`config.mk`:
```
export PLATFORM = sky130hd
export DESIGN_NAME = counter_sweep_ctrl
export DESIGN_NICKNAME = d
export VERILOG_FILES = /design/src/rtl/counter_sweep_ctrl_pkg.sv /design/src/rtl/updown_counter_en.sv /design/src/rtl/counter_sweep_ctrl.sv
export SDC_FILE = /design/constraint.sdc
export NUM_CORES = 1
export LEC_CHECK = 0
export ABC_CLOCK_PERIOD_IN_PS = 5500
export CELL_PAD_IN_SITES_DETAIL_PLACEMENT = 0
export CELL_PAD_IN_SITES_GLOBAL_PLACEMENT = 1
export CORE_MARGIN = 2
export CORE_UTILIZATION = 39
export DETAILED_ROUTE_END_ITERATION = 16
export GPL_ROUTABILITY_DRIVEN = 1
export PLACE_DENSITY = 0.84
export SYNTH_ARGS = -nofsm -noshare
export SYNTH_HDL_FRONTEND = slang
export SYNTH_SLANG_ARGS = --single-unit
export TNS_END_PERCENT = 50
```
`constraint.sdc`:
```
create_clock -name clk -period 5.5 [get_ports clk]
set_input_delay 0.55 -clock clk [delete_from_list [all_inputs] [get_ports clk]]
set_output_delay 0.55 -clock clk [all_outputs]
set_load 0.01 [all_outputs]
```
`src/rtl/counter_sweep_ctrl_pkg.sv`:
```
// Shared definitions for the counter sweep controller: state encodings and
// default datapath widths.
package counter_sweep_ctrl_pkg;

  localparam int WIDTH_DEF  = 3;
  localparam int REPS_W_DEF = 4;

  localparam logic [1:0] S_IDLE = 2'd0;
  localparam logic [1:0] S_UP   = 2'd1;
  localparam logic [1:0] S_DOWN = 2'd2;
  localparam logic [1:0] S_DONE = 2'd3;

endpackage

```
`src/rtl/updown_counter_en.sv`:
```
// Loadable up/down counter with enable; load wins over enable.
module updown_counter_en
  import counter_sweep_ctrl_pkg::*;
#(
  parameter int WIDTH = WIDTH_DEF
) (
  input  logic             clk,
  input  logic             rst,
  input  logic             en,
  input  logic             load,
  input  logic [WIDTH-1:0] load_val,
  input  logic             up_down,
  output logic [WIDTH-1:0] count
);

  always_ff @(posedge clk) begin
    if (rst) begin
      count <= '0;
    end else if (load) begin
      count <= load_val;
    end else if (en) begin
      count <= up_down ? count + WIDTH'(1) : count - WIDTH'(1);
    end
  end

endmodule

```
`src/rtl/counter_sweep_ctrl.sv`:
```
// Triangle sweep sequencer: drives an up/down counter lo -> hi -> lo for a
// programmed number of repetitions, with pause and abort.
module counter_sweep_ctrl
  import counter_sweep_ctrl_pkg::*;
#(
  parameter int WIDTH  = WIDTH_DEF,
  parameter int REPS_W = REPS_W_DEF
) (
  input  logic              clk,
  input  logic              rst,
  input  logic              start,
  input  logic [WIDTH-1:0]  lo,
  input  logic [WIDTH-1:0]  hi,
  input  logic [REPS_W-1:0] reps,
  input  logic              pause,
  input  logic              abort,
  output logic [WIDTH-1:0]  count,
  output logic              dir,
  output logic              busy,
  output logic              done,
  output logic              aborted,
  output logic              cfg_err,
  output logic [1:0]        dbg_state
);

  // Handshake: start is sampled only in IDLE; an accepted start raises busy
  // on the next edge, busy stays high for the whole sweep, and done pulses for
  // exactly one cycle afterwards (aborted qualifies it). Starts seen while
  // busy or done are dropped, never queued.

  logic [1:0]        state;
  logic [WIDTH-1:0]  lo_q;
  logic [WIDTH-1:0]  hi_q;
  logic [REPS_W-1:0] rep_left;
  logic              active;
  logic              accept;
  logic              reject;
  logic              step;
  logic [WIDTH-1:0]  cnt_up;
  logic [WIDTH-1:0]  cnt_dn;

  assign active = (state == S_UP) || (state == S_DOWN);
  assign accept = (state == S_IDLE) && start && (lo < hi);
  assign reject = (state == S_IDLE) && start && !(lo < hi);
  assign step   = active && !pause && !abort;
  assign cnt_up = count + WIDTH'(1);
  assign cnt_dn = count - WIDTH'(1);

  assign busy      = active;
  assign done      = (state == S_DONE);
  assign dir       = (state == S_UP);
  assign dbg_state = state;

  updown_counter_en #(.WIDTH(WIDTH)) u_cnt (
    .clk      (clk),
    .rst      (rst),
    .en       (step),
    .load     (accept),
    .load_val (lo),
    .up_down  (state == S_UP),
    .count    (count)
  );

  always_ff @(posedge clk) begin
    if (rst) begin
      state    <= S_IDLE;
      lo_q     <= '0;
      hi_q     <= '0;
      rep_left <= '0;
      aborted  <= 1'b0;
      cfg_err  <= 1'b0;
    end else begin
      cfg_err <= reject;
      case (state)
        S_IDLE: begin
          if (accept) begin
            lo_q     <= lo;
            hi_q     <= hi;
            rep_left <= (reps == '0) ? REPS_W'(1) : reps;
            aborted  <= 1'b0;
            state    <= S_UP;
          end
        end
        S_UP: begin
          if (abort) begin
            aborted <= 1'b1;
            state   <= S_DONE;
          end else if (!pause && cnt_up == hi_q) begin
            state <= S_DOWN;
          end
        end
        S_DOWN: begin
          if (abort) begin
            aborted <= 1'b1;
            state   <= S_DONE;
          end else if (!pause && cnt_dn == lo_q) begin
            // Last leg returns to lo; otherwise start the next repetition.
            if (rep_left == REPS_W'(1)) begin
              state <= S_DONE;
            end else begin
              rep_left <= rep_left - REPS_W'(1);
              state    <= S_UP;
            end
          end
        end
        S_DONE:  state <= S_IDLE;
        default: state <= S_IDLE;
      endcase
    end
  end

endmodule

```
; ---- Word level (Yosys, flattened, before mapping)
; Cells that the tools add are included.
[classes]
addsub = 3
mux = 19
eq_ne = 13
n_lt_le_gt_ge = 1
reduce_logical = 21
[ops]
columns = operator, n
row1 = $mux 4, 5
row2 = $mux 2, 6
row3 = $mux 3, 3
row4 = $pmux 2 s4, 1
row5 = $pmux 4 s2, 1
row6 = $logic_and 1x1->1, 7
row7 = $eq 3x3->1, 2
row8 = $ne 2x2->1 const B, 3
row9 = $reduce_and 3->1, 2
row10 = $reduce_bool 2->1, 3
row11 = $reduce_and 5->1, 1
row12 = $eq 2x2->1 const B, 2
row13 = $eq 4x1->1 const B, 1
row14 = $logic_not 4->1, 1
row15 = $ne 2x1->1 const B, 2
row16 = $sub 4x1->4 const B, 1
row17 = $add 3x1->3 const B, 1
row18 = $logic_not 1->1, 3
row19 = $lt 3x3->1, 1
row20 = $ne 3x2->1 const B, 1
row21 = $ne 3x3->1 const B, 1
row22 = $sub 3x1->3 const B, 1
row23 = $eq 2x1->1 const B, 1
row24 = $logic_not 2->1, 1
row25 = other kinds (5), 6
[totals]
output_inout_bits = 10
reg_bits = 17
wordCells = 64

; ---- Longest topological paths before layout
; Gate-level depths: netlist of run 1.
[depth]
depth_word = 6
mapped_depth = 8

; ---- By module
; A second synthesis of run 1 with hierarchy kept.
[hier_totals]
hier_cells = 130
area_unflattened_um2 = 1181.1
[modules_own_cells]
columns = mod, seq_area_each_um2, area_each_um2, cells_per_inst, instances
row1 = counter_sweep_ctrl, 280.3, 1007.2, 112, 1
row2 = updown_counter_en, 60.1, 173.9, 18, 1

; ---- Worst setup path before layout of run 1
; Ideal clock, no wire load.
[synth_path]
kind = register to register
startpoint = register u_cnt.count[0]
endpoint = register rep_left[0]
period_less_slack_ns = 2.090
path_stages_with_launch = 9
arrival_ns = 1.961
setup_time_ns = 0.129
path_slack_ns = 3.410
cell_sequence = dfxtp_1 inv_1 ha_1 xnor2_1 nor4_2 a31oi_1 a21oi_2 mux2i_1 a21oi_1
[synth_between]
elab_chain_len = 5
[synth_rtl]
columns = item, line
row1 = from (decl), updown_counter_en.sv:13  ; output logic [WIDTH-1:0] count
row2 = from (signal assigned), updown_counter_en.sv:20  ; count <= load_val;
row3 = from (signal assigned), updown_counter_en.sv:22  ; count <= up_down ? count + WIDTH'(1) : count - WIDTH'(1);
row4 = $sub 3x1->3, counter_sweep_ctrl.sv:47  ; assign cnt_dn = count - WIDTH'(1);
row5 = $eq 3x3->1, counter_sweep_ctrl.sv:96  ; end else if (!pause && cnt_dn == lo_q) begin
row6 = $logic_and 1x1->1, counter_sweep_ctrl.sv:96
row7 = $ne 2x1->1 (no source line), --
row8 = $reduce_and 5->1 (no source line), --
row9 = to (signal assigned), counter_sweep_ctrl.sv:79  ; rep_left <= (reps == '0) ? REPS_W'(1) : reps;
row10 = to (signal assigned), counter_sweep_ctrl.sv:101  ; rep_left <= rep_left - REPS_W'(1);
row11 = to (decl), counter_sweep_ctrl.sv:34  ; logic [REPS_W-1:0] rep_left;
; No other way between the ends.
; A chain may end at the register's enable or synchronous reset.

; ---- Worst setup path in the final report of run 1
[layout_path]
startpoint = input hi[1]
endpoint = register lo_q[1]
[layout_between]
elab_chain_len = 3
[layout_rtl]
columns = item, line
row1 = from (decl), counter_sweep_ctrl.sv:13  ; input logic [WIDTH-1:0] hi,
row2 = $lt 3x3->1, counter_sweep_ctrl.sv:43  ; assign accept = (state == S_IDLE) && start && (lo < hi);
row3 = $logic_and 1x1->1, counter_sweep_ctrl.sv:43
row4 = $reduce_and 2->1 (no source line), --
row5 = to (signal assigned), counter_sweep_ctrl.sv:77  ; lo_q <= lo;
row6 = to (decl), counter_sweep_ctrl.sv:32  ; logic [WIDTH-1:0] lo_q;
; No other way between the ends.

==> run metrics, run 1 <==
Synth Area in Adders 12.5%; final worst slack 2.94 ns; Cell Chain, Critical Path clkdlybuf4s50_1 -> inv_1 -> ha_1 -> a21o_1 -> a211oi_1 -> buf_4 -> mux2i_1 -> nor2_1; HPWL after detailed placement between 1.5 and 2 mm; TritonRoute pass-1 iters 4; Top FF cell, synth dfxtp_1; final period utilization between 40% and 50%; std cell rows 19; # fillers 277; RSZ-0062 raised after global routing false; Worst Setup Start Kind primary input; DRC 0; mapped cell area about 1100 µm²; busiest grt layer met2; Slowest cell on crit path a211oi_1; Max-cap violations 0; top-area cell type share of the netlist area approximately 31%; Routability Congestion around 0.84; fin. max-slew vios 0; skew final 0.00391 ns; ANT nets after route 0; Crit path buffers/inverters 3; crit path time final 2.56 ns; Synth Area in Simple Gates between 10% and 20%; top fanout value on the critical path 8; clock sink count 17; port buffer count 24; Routed WL 2.23 mm; power per standard cell area 445 nW/µm²; die area 3250 µm²; Seq/Total Area, Yosys 31.0%; Peak Freq approximately 390 MHz; Core ar. between 2000 and 3000 µm²; Reg clk slew, reported paths around 0.11 ns; Hold Crit Start aborted; worst hold path class reg2reg; main combinational cell family by area after synthesis simple AND/OR/NAND/NOR gates; Ys Warns 0; Resized Gates After CTS 0; drt first-iter violations 24; status complete, no violations; setup bufs post-CTS 0; gr ovfl total 0; Synth async-reset ratio 0%; Post-synth top cells 23 x nor2_1, 17 x dfxtp_1, 13 x a21oi_1; post-synthesis compound-gate area fraction 13.3%; family with the most delay on the worst path buffers and inverters; placed insts 178; FF+latch count, synth 17; share of layout cells above drive strength 1 under 10%; largest net degree at the start of global routing 19; IR Drop Worst-Case VDD 0.325 mV; met2 Track Usage GR 26.8%; root buf cell clkbuf_4; final hold vios 0; CTS H-tree lvls 1; Initial Utilization 40.5%; GR Util met3 2.72%; crit path capture type flip-flop; Placed Instance Area 1370 µm²; clk_lat worst skew about 0.29 ns; Mapped Cells 125; Post-synth EDFFs 0; Tightest Pin Transition 0.711 ns; Die H around 57 µm; antenna cells 0; dpl ws 2.68 ns; Total Routing Usage GR around 15%; TritonCTS Buffers 3; fin area 1400 µm²; Core Util, Final 51.7%; via count 908; post-route insts no fill 182; DIE WIDTH approximately 57 µm; Layout Nets 178; CP Launch Point hi[1]; mux contribution to synthesized area about a tenth; syn_area_per_cell 8.78 µm²; reg-to-reg startpoint u_cnt.count[0]; Fin Hold WS 0.526 ns; Final setup viols 0; Req. time, crit path about 5.7 ns; CTS tree done; initial antenna violation count 0; I/O Pins 25; met1 Resource Use GR between 10% and 20%; synth unique cells 32; Mapped Nets 151; hold_buf cts 0; area delta synth->final 27.7%; first-pass GRT wire length ~3.9 mm; Fin Setup TNS 0 ns; vias per std cell 4.99; peak per-stage delay on the critical path 0.63 ns; Post-Synth XOR/XNOR Area 11.5%; Rel. slew slack 52.3%; synth top area cells dfxtp_1 31%, ha_1 13%, mux2i_1 9.1%; routed len/inst 12.3 µm; LEAKAGE between 0.5 and 0.6 nW; Worst EP arrival 2.72 ns; Pwr Total 623 µW; vias in the first global route 921; Synth area leader dfxtp_1; WS Path Type in2reg; most common cell in the netlist nor2_1; Max clock buf depth 2
==> metal layers <==
| layer | vias up | wire length, µm |
|---|---|---|
| li1 | 479 | - |
| met1 | 413 | 1060 |
| met2 | 14 | 1070 |
| met3 | 2 | 80 |
| met4 | 0 | 21 |
| met5 | - | 0 |
==> final cells by class <==
type                       count  area (µm²)  share of cell area [%]
tap                           31        38.8                    2.77
clock buffer                   3        22.5                    1.61
sequential                    17         340                    24.3
multi-input combinational     95         707                    50.4
timing repair buffer          25         248                    17.7
clock inverter                 1        7.51                   0.536
inverter                      10        37.5                    2.68
==> path summary, 6_finish.rpt <==
| path | endpoint | slack (ns) | cells past startpoint |
|---|---|---|---|
| worst max-delay path | lo_q[1] | 2.94 | 8 |
| worst min-delay path | aborted | 0.53 | 2 |
| worst max register to register | rep_left[0] | 3.23 | 8 |
| worst min register to register | aborted | 0.53 | 2 |
==> sequential cells by signal, indices dropped and copies added, names as in the netlist <==
signal       cells
rep_left         4
u_cnt.count      3
hi_q             3
lo_q             3
aborted          1
dbg_state        2
cfg_err          1
==> tightest hold or removal path: stages (launching register included) <==
cell	delay (ns)
dfxtp_1	0.33
a21oi_1	0.11
nor3_1	0.05
==> cell families (layout without fill, tap and decap cells) <==
kind of cell / Yosys count / count (layout)
flip-flops: 17 / 17
buffers and inverters: 13 / 39
AND/OR/NAND/NOR: 39 / 39
multiplexers: 11 / 11
adder cells (fa/ha/maj): 11 / 11
AO/OA/AOI/OAI: 23 / 23
XOR/XNOR: 11 / 11
==> power by group <==
group | internal (mW) | switching [mW]
combinational | 0.191 | 0.172
sequential | 0.156 | 0.0349
clock | 0.0276 | 0.0421
total | 0.375 | 0.249
==> cells in the final DEF (no fill, tap or decap), types with 3 or more instances in the layout <==
cell type	n
a21oi_1	13
clkbuf_4	3
clkdlybuf4s50_1	24
dfxtp_1	17
ha_1	11
inv_1	10
mux2i_1	10
nor2_1	23
nor3_1	5
xnor2_1	7
Power figures use the tool's default switching activity.
==> run 2: changes to the inputs <==
ABC_CLOCK_PERIOD_IN_PS = 2500   (was 5500)
CORE_UTILIZATION = 36   (was 39)
PLACE_DENSITY = 0.78   (was 0.84)
clock period = 2.5 ns   (was 5.5 ns; I/O delays follow)
==> run 2 against run 1 <==
Sequential power grew 120%. Setup slack lost 2.5 ns. Largest cell class unchanged. Sequential share of layout area shrank 0.36 points. Via count grew 3.6%. Critical path type is now reg2reg. Critical endpoint is now rep_left[3]. Final cell count grew 2.7%. Utilization shrank 3.9 points. Global-route usage shrank 0.67 points. First-iteration DRC count shrank 29%. Final area grew 1.5%. Critical path depth is the same. Die area grew 7.7%. Clock-buffer cell count grew 1.
==> run metrics, run 2 (synthesis results as in run 1) <==
status complete, no violations; vias per std cell 5.03 (+0.86%); commonest non-fill, non-tap cell in the layout clkdlybuf4s50_1; Die H 59.2 µm (+3.8%); final period utilization a little over four fifths; crit path time final roughly 2.1 ns; WS Path Type reg2reg; DRC 0 (unchanged); Placed Instance Area 1400 µm² (+1.8%); fin area 1420 µm² (+1.5%); Logic pwr share 59.0% (+0.8 points); Fin Setup TNS 0 ns (unchanged); Flop pwr share 30.1% (-0.5 points); antenna cells 0 (unchanged); root buf cell clkbuf_4; setup bufs post-CTS 0 (unchanged); I/O Pins 25 (unchanged); commonest cells after routing, fill and taps aside 24 x clkdlybuf4s50_1, 23 x nor2_1, 17 x dfxtp_1, 13 x a21oi_1, 11 x ha_1; fin. max-slew vios 0 (unchanged); Max clock buf depth 2 (unchanged); Core ar. 2980 µm² (+9.9%); skew final 0.00368 ns (-0.000237 ns); Resized Gates After CTS 0 (unchanged); std cell rows 20 (+1); Tightest Pin Transition 0.522 ns (-0.189 ns); CTS tree done; area delta synth->final 29.6%; ANT nets after route 0 (unchanged); HPWL after detailed placement 1.87 mm (+5.8%); Initial Utilization 36.8% (-3.6 points); Worst Setup Start Kind flip-flop; Reg clk slew, reported paths 0.10 ns (about the same); Layout Nets 181 (+1.7%); post-route insts no fill 187 (+2.7%); hold_buf cts 0 (unchanged); Total Routing Usage GR 14.5% (-0.67 points); first-pass GRT wire length 3.81 mm (-1.8%); vias in the first global route 913 (-0.87%); die area 3510 µm² (+7.7%); switching share of power 39.4% (-0.49 points); Worst EP arrival 2.28 ns (-0.44 ns); IR Drop Worst-Case VDD 0.572 mV (+76%); Rel. slew slack 65.1% (+13 points); largest register by flop count rep_left; port buffer count 24 (unchanged); Final setup viols 0 (unchanged); clk_lat worst skew 0.29 ns (about the same); power per standard cell area 971 nW/µm² (+120%); sw power 544 µW (+120%); DIE WIDTH 59.2 µm (+3.8%); LEAKAGE 0.569 nW (+3.0%); top fanout value on the critical path 6 (-2); dpl ws 0.164 ns (-2.52 ns); initial antenna violation count 0 (unchanged); RSZ-0062 raised after global routing false; largest net degree at the start of global routing 11 (-8); TritonCTS Buffers 3 (unchanged); crit path capture type flip-flop; worst hold path class reg2reg; Peak Freq 479 MHz; Core Util, Final 47.8% (-3.9 points); TritonRoute pass-1 iters 4 (unchanged); # fillers 295 (+6.5%); Routability Congestion 0.709 (-16%); CTS H-tree lvls 1 (unchanged); Req. time, crit path 2.70 ns (-2.97 ns); drt first-iter violations 17 (-29%); routed len/inst 12.1 µm (-1.3%); final worst slack 0.414 ns (-2.53 ns); internal power 837 µW (+120%); share of layout cells above drive strength 1 7.79% (+1.2 points); placed insts 183 (+2.8%); Largest register FFs 4 (unchanged); via count 941 (+3.6%); Routed WL 2.26 mm (+1.4%); Clock power frac 11.0% (-0.2 points); Max-cap violations 0 (unchanged); clock sink count 17 (unchanged); final hold vios 0 (unchanged); gr ovfl total 0 (unchanged)
==> run 2: cell count changes in the layout (fill, tap and decap cells not counted), sizes merged <==
cell      delta
clkbuf       +1
clkinvlp     -1
buf          +3
==> run 2: per-stage QoR <==
step           hold WS [ns]  total power, mW
2_1_floorplan         0.389            0.993
3_3_place_gp          0.482             1.23
3_5_place_dp          0.499             1.24
4_1_cts               0.526             1.40
5_1_grt               0.554             1.51
6_report              0.521             1.38
==> run 2: final timing paths <==
path	from	to	slack [ns]	cells past startpoint
max	u_cnt.count[1]	rep_left[3]	0.41	8
min	hi_q[2]	hi_q[2]	0.52	2
max reg2reg	u_cnt.count[1]	rep_left[3]	0.41	8
min reg2reg	hi_q[2]	hi_q[2]	0.52	2
==> run 2: worst max-delay path, cell delays in order, from the launching register on <==
cell and delay [ns]:
dfxtp_1 0.37, inv_1 0.07, ha_1 0.33, xnor2_1 0.16, nor4_2 0.32, a31oi_1 0.14
a21oi_2 0.30, mux2i_1 0.24, nor2_1 0.06
==> run 2: final cells by class <==
cell class / count / area, µm² / area share (%)
multi-input combinational: 95 / 707 / 49.7
tap: 33 / 41.3 / 2.90
clock buffer: 4 / 26.3 / 1.85
timing repair buffer: 28 / 270 / 19.0
inverter: 10 / 37.5 / 2.64
sequential: 17 / 340 / 23.9
==> run 2: metal layers <==
layer,vias up,GRT usage [%],routed length [µm],share of wire (%)
met5,-,0,0,0
met4,0,4.55,29,1.3
met3,4,5.02,105,4.6
met2,16,25.6,1160,51
met1,432,16.1,963,43
li1,489,-,-,-
==> run 2: power by group through the flow <==
stage | Sequential (mW) | Combinational (mW) | Clock (mW)
detailed placement | 0.422 | 0.821 | 0
global route | 0.432 | 0.905 | 0.171
CTS | 0.417 | 0.826 | 0.158
floorplan | 0.427 | 0.566 | 0
global placement | 0.418 | 0.810 | 0
finish | 0.415 | 0.815 | 0.151
==> run 3: changes to the inputs <==
ABC_CLOCK_PERIOD_IN_PS = 1800   (was 2500)
CORE_UTILIZATION = 33   (was 36)
PLACE_DENSITY = 0.76   (was 0.78)
clock period = 1.8 ns   (was 2.5 ns; I/O delays follow)
==> run 3 against run 2 <==
Total power increased by 54%. Sequential power up 37%. Non-clock buffer count grew 16. Worst hold slack worse by 0.24 ns. Register-to-register slack got worse by 0.51 ns. Clock-buffer cell count did not move. Combinational power rose by 64%. Largest power group unchanged. First-iteration DRC count is 65% higher. Clock power rose by 47%. Critical path depth unchanged. The flow now finishes with violations (setup timing). Critical path type unchanged.
==> run metrics, run 3 (synthesis results as in run 1) <==
status finished with violations; failing checks setup timing; RSZ-0062 raised after global routing true; DRC 0 (unchanged); Die H 61.7 µm (+4.1%); Layout Nets 197 (+8.8%); via count 1005 (+6.8%); port buffer count 24 (unchanged); final worst slack -0.0988 ns (-0.513 ns); Routability Congestion 0.747 (+5.4%); root buf cell clkbuf_4; I/O Pins 25 (unchanged); Peak Freq 527 MHz (+9.9%); Total Routing Usage GR 15.5% (+1.1 points); # fillers 310 (+5.1%); Tightest Pin Transition 0.293 ns (-0.229 ns); crit path capture type flip-flop; die area 3800 µm² (+8.5%); WS Path Type reg2reg; fin. max-slew vios 0 (unchanged); Reg clk slew, reported paths 0.11 ns (about the same); Core Util, Final 51.5% (+3.7 points); Pwr Total 2.13 mW (+54%); initial antenna violation count 0 (unchanged); Register Area 347 µm² (+1.8%); final period utilization 105% (+22 points); Slowest cell on crit path dfxtp_2; antenna cells 0 (unchanged); Max-cap violations 0 (unchanged); commonest non-fill, non-tap cell in the layout nor2_1; Routed WL 2.54 mm (+12%); drt first-iter violations 28 (+11); skew final 0.00711 ns (+0.00343 ns); Initial Utilization 35.4% (-1.5 points); std cell rows 20 (unchanged); Req. time, crit path 2.00 ns (-0.70 ns); vias in the first global route 1024 (+12%); peak per-stage delay on the critical path 0.35 ns (-0.02 ns); routed len/inst 11.9 µm (-2.0%); first-pass GRT wire length 4.34 mm (+14%); placed insts 209 (+14%); Worst EP arrival 2.10 ns (-0.18 ns); gr ovfl total 0 (unchanged); Fin Hold WS 0.276 ns (-0.245 ns); largest net degree at the start of global routing 18 (+7); fin area 1600 µm² (+12%); clock sink count 17 (unchanged); IR Drop Worst-Case VDD 0.560 mV (-2.0%); Final setup viols 6 (+6); worst hold path class in2reg; Max clock buf depth 2 (unchanged); commonest cells after routing, fill and taps aside 23 x nor2_1, 22 x clkdlybuf4s50_1, 19 x buf_4, 14 x dfxtp_1, 13 x a21oi_1; post-route insts no fill 214 (+14%); LEAKAGE 0.660 nW (+16%); final hold vios 0 (unchanged); crit path time final 1.90 ns (-0.187 ns); vias per std cell 4.70 (-6.7%); Rel. slew slack 80.3% (+15 points); Worst Setup Start Kind flip-flop; power per standard cell area 1330 nW/µm² (+37%); DIE WIDTH 61.7 µm (+4.1%); TritonRoute pass-1 iters 4 (unchanged); area delta synth->final 45.6%; top fanout value on the critical path 3 (-3); Fin Setup TNS -0.386 ns (-0.386 ns); ANT nets after route 0 (unchanged); Cell Chain, Critical Path inv_2 -> ha_4 -> xnor2_1 -> nor4_2 -> nor3_1 -> a211oi_2 -> mux2i_1 -> o22ai_1; Largest register FFs 4 (unchanged); share of layout cells above drive strength 1 22.4% (+15 points); dpl ws -0.515 ns (-0.678 ns); Multi-input gate area 741 µm² (+4.8%); TritonCTS Buffers 3 (unchanged); CTS tree done; clk_lat worst skew 0.30 ns (about the same); largest register by flop count rep_left; CTS H-tree lvls 1 (unchanged); Core ar. 3100 µm² (+4.2%); Placed Instance Area 1550 µm² (+11%); HPWL after detailed placement 2.01 mm (+7.5%)
[run 3: area by class of cell]
type                            count  area share [%]
Inverter                           10            2.35
Timing Repair Buffer               44            24.5
Clock buffer                        4            1.64
Tap cell                           44            3.45
Sequential cell                    17            21.7
Multi-Input combinational cell     95            46.4
[run 3: final timing paths]
check | startpoint | to | slack (ns) | cells after the start
setup / recovery | u_cnt.count[1] | dbg_state[1] | -0.1 | 8
hold / removal | hi[1] | hi_q[1] | 0.28 | 3
setup reg to reg | u_cnt.count[1] | dbg_state[1] | -0.1 | 8
hold reg to reg | lo_q[2] | lo_q[2] | 0.52 | 2
[run 3: report_power, final]
part           total (mW)  leakage (nW)  internal (mW)  switching (mW)
Sequential          0.570         0.141          0.483          0.0874
Combinational        1.34         0.505          0.745           0.591
Clock               0.222        0.0150         0.0865           0.136
[run 3: timing repair]
| item | 4_1_cts | 5_1_grt |
|---|---|---|
| gates resized for setup | 6 | 2 |
| pin swaps | 5 | 0 |
| hold buffers | 0 | 0 |
| setup endpoints to repair | 14 | 15 |
| buffers inserted | 1 | 0 |
[run 3: layer usage]
layer | vias to the layer above | share of wire [%] | track usage [%]
met2 | 19 | 49 | 27.1
met3 | 5 | 3.4 | 1.89
met4 | 0 | 2.0 | 7.29
met5 | - | 0 | 0
met1 | 464 | 46 | 18.9
li1 | 517 | - | -
[run 3: critical path, delay by kind of cell (launching register included)]
family          cells  cell delay [ns]
simple gates        2             0.44
mux                 1             0.23
flops               1             0.35
xor+xnor            1             0.13
buf+inv             1             0.05
compound gates      2             0.35
fa+ha+maj           1             0.24
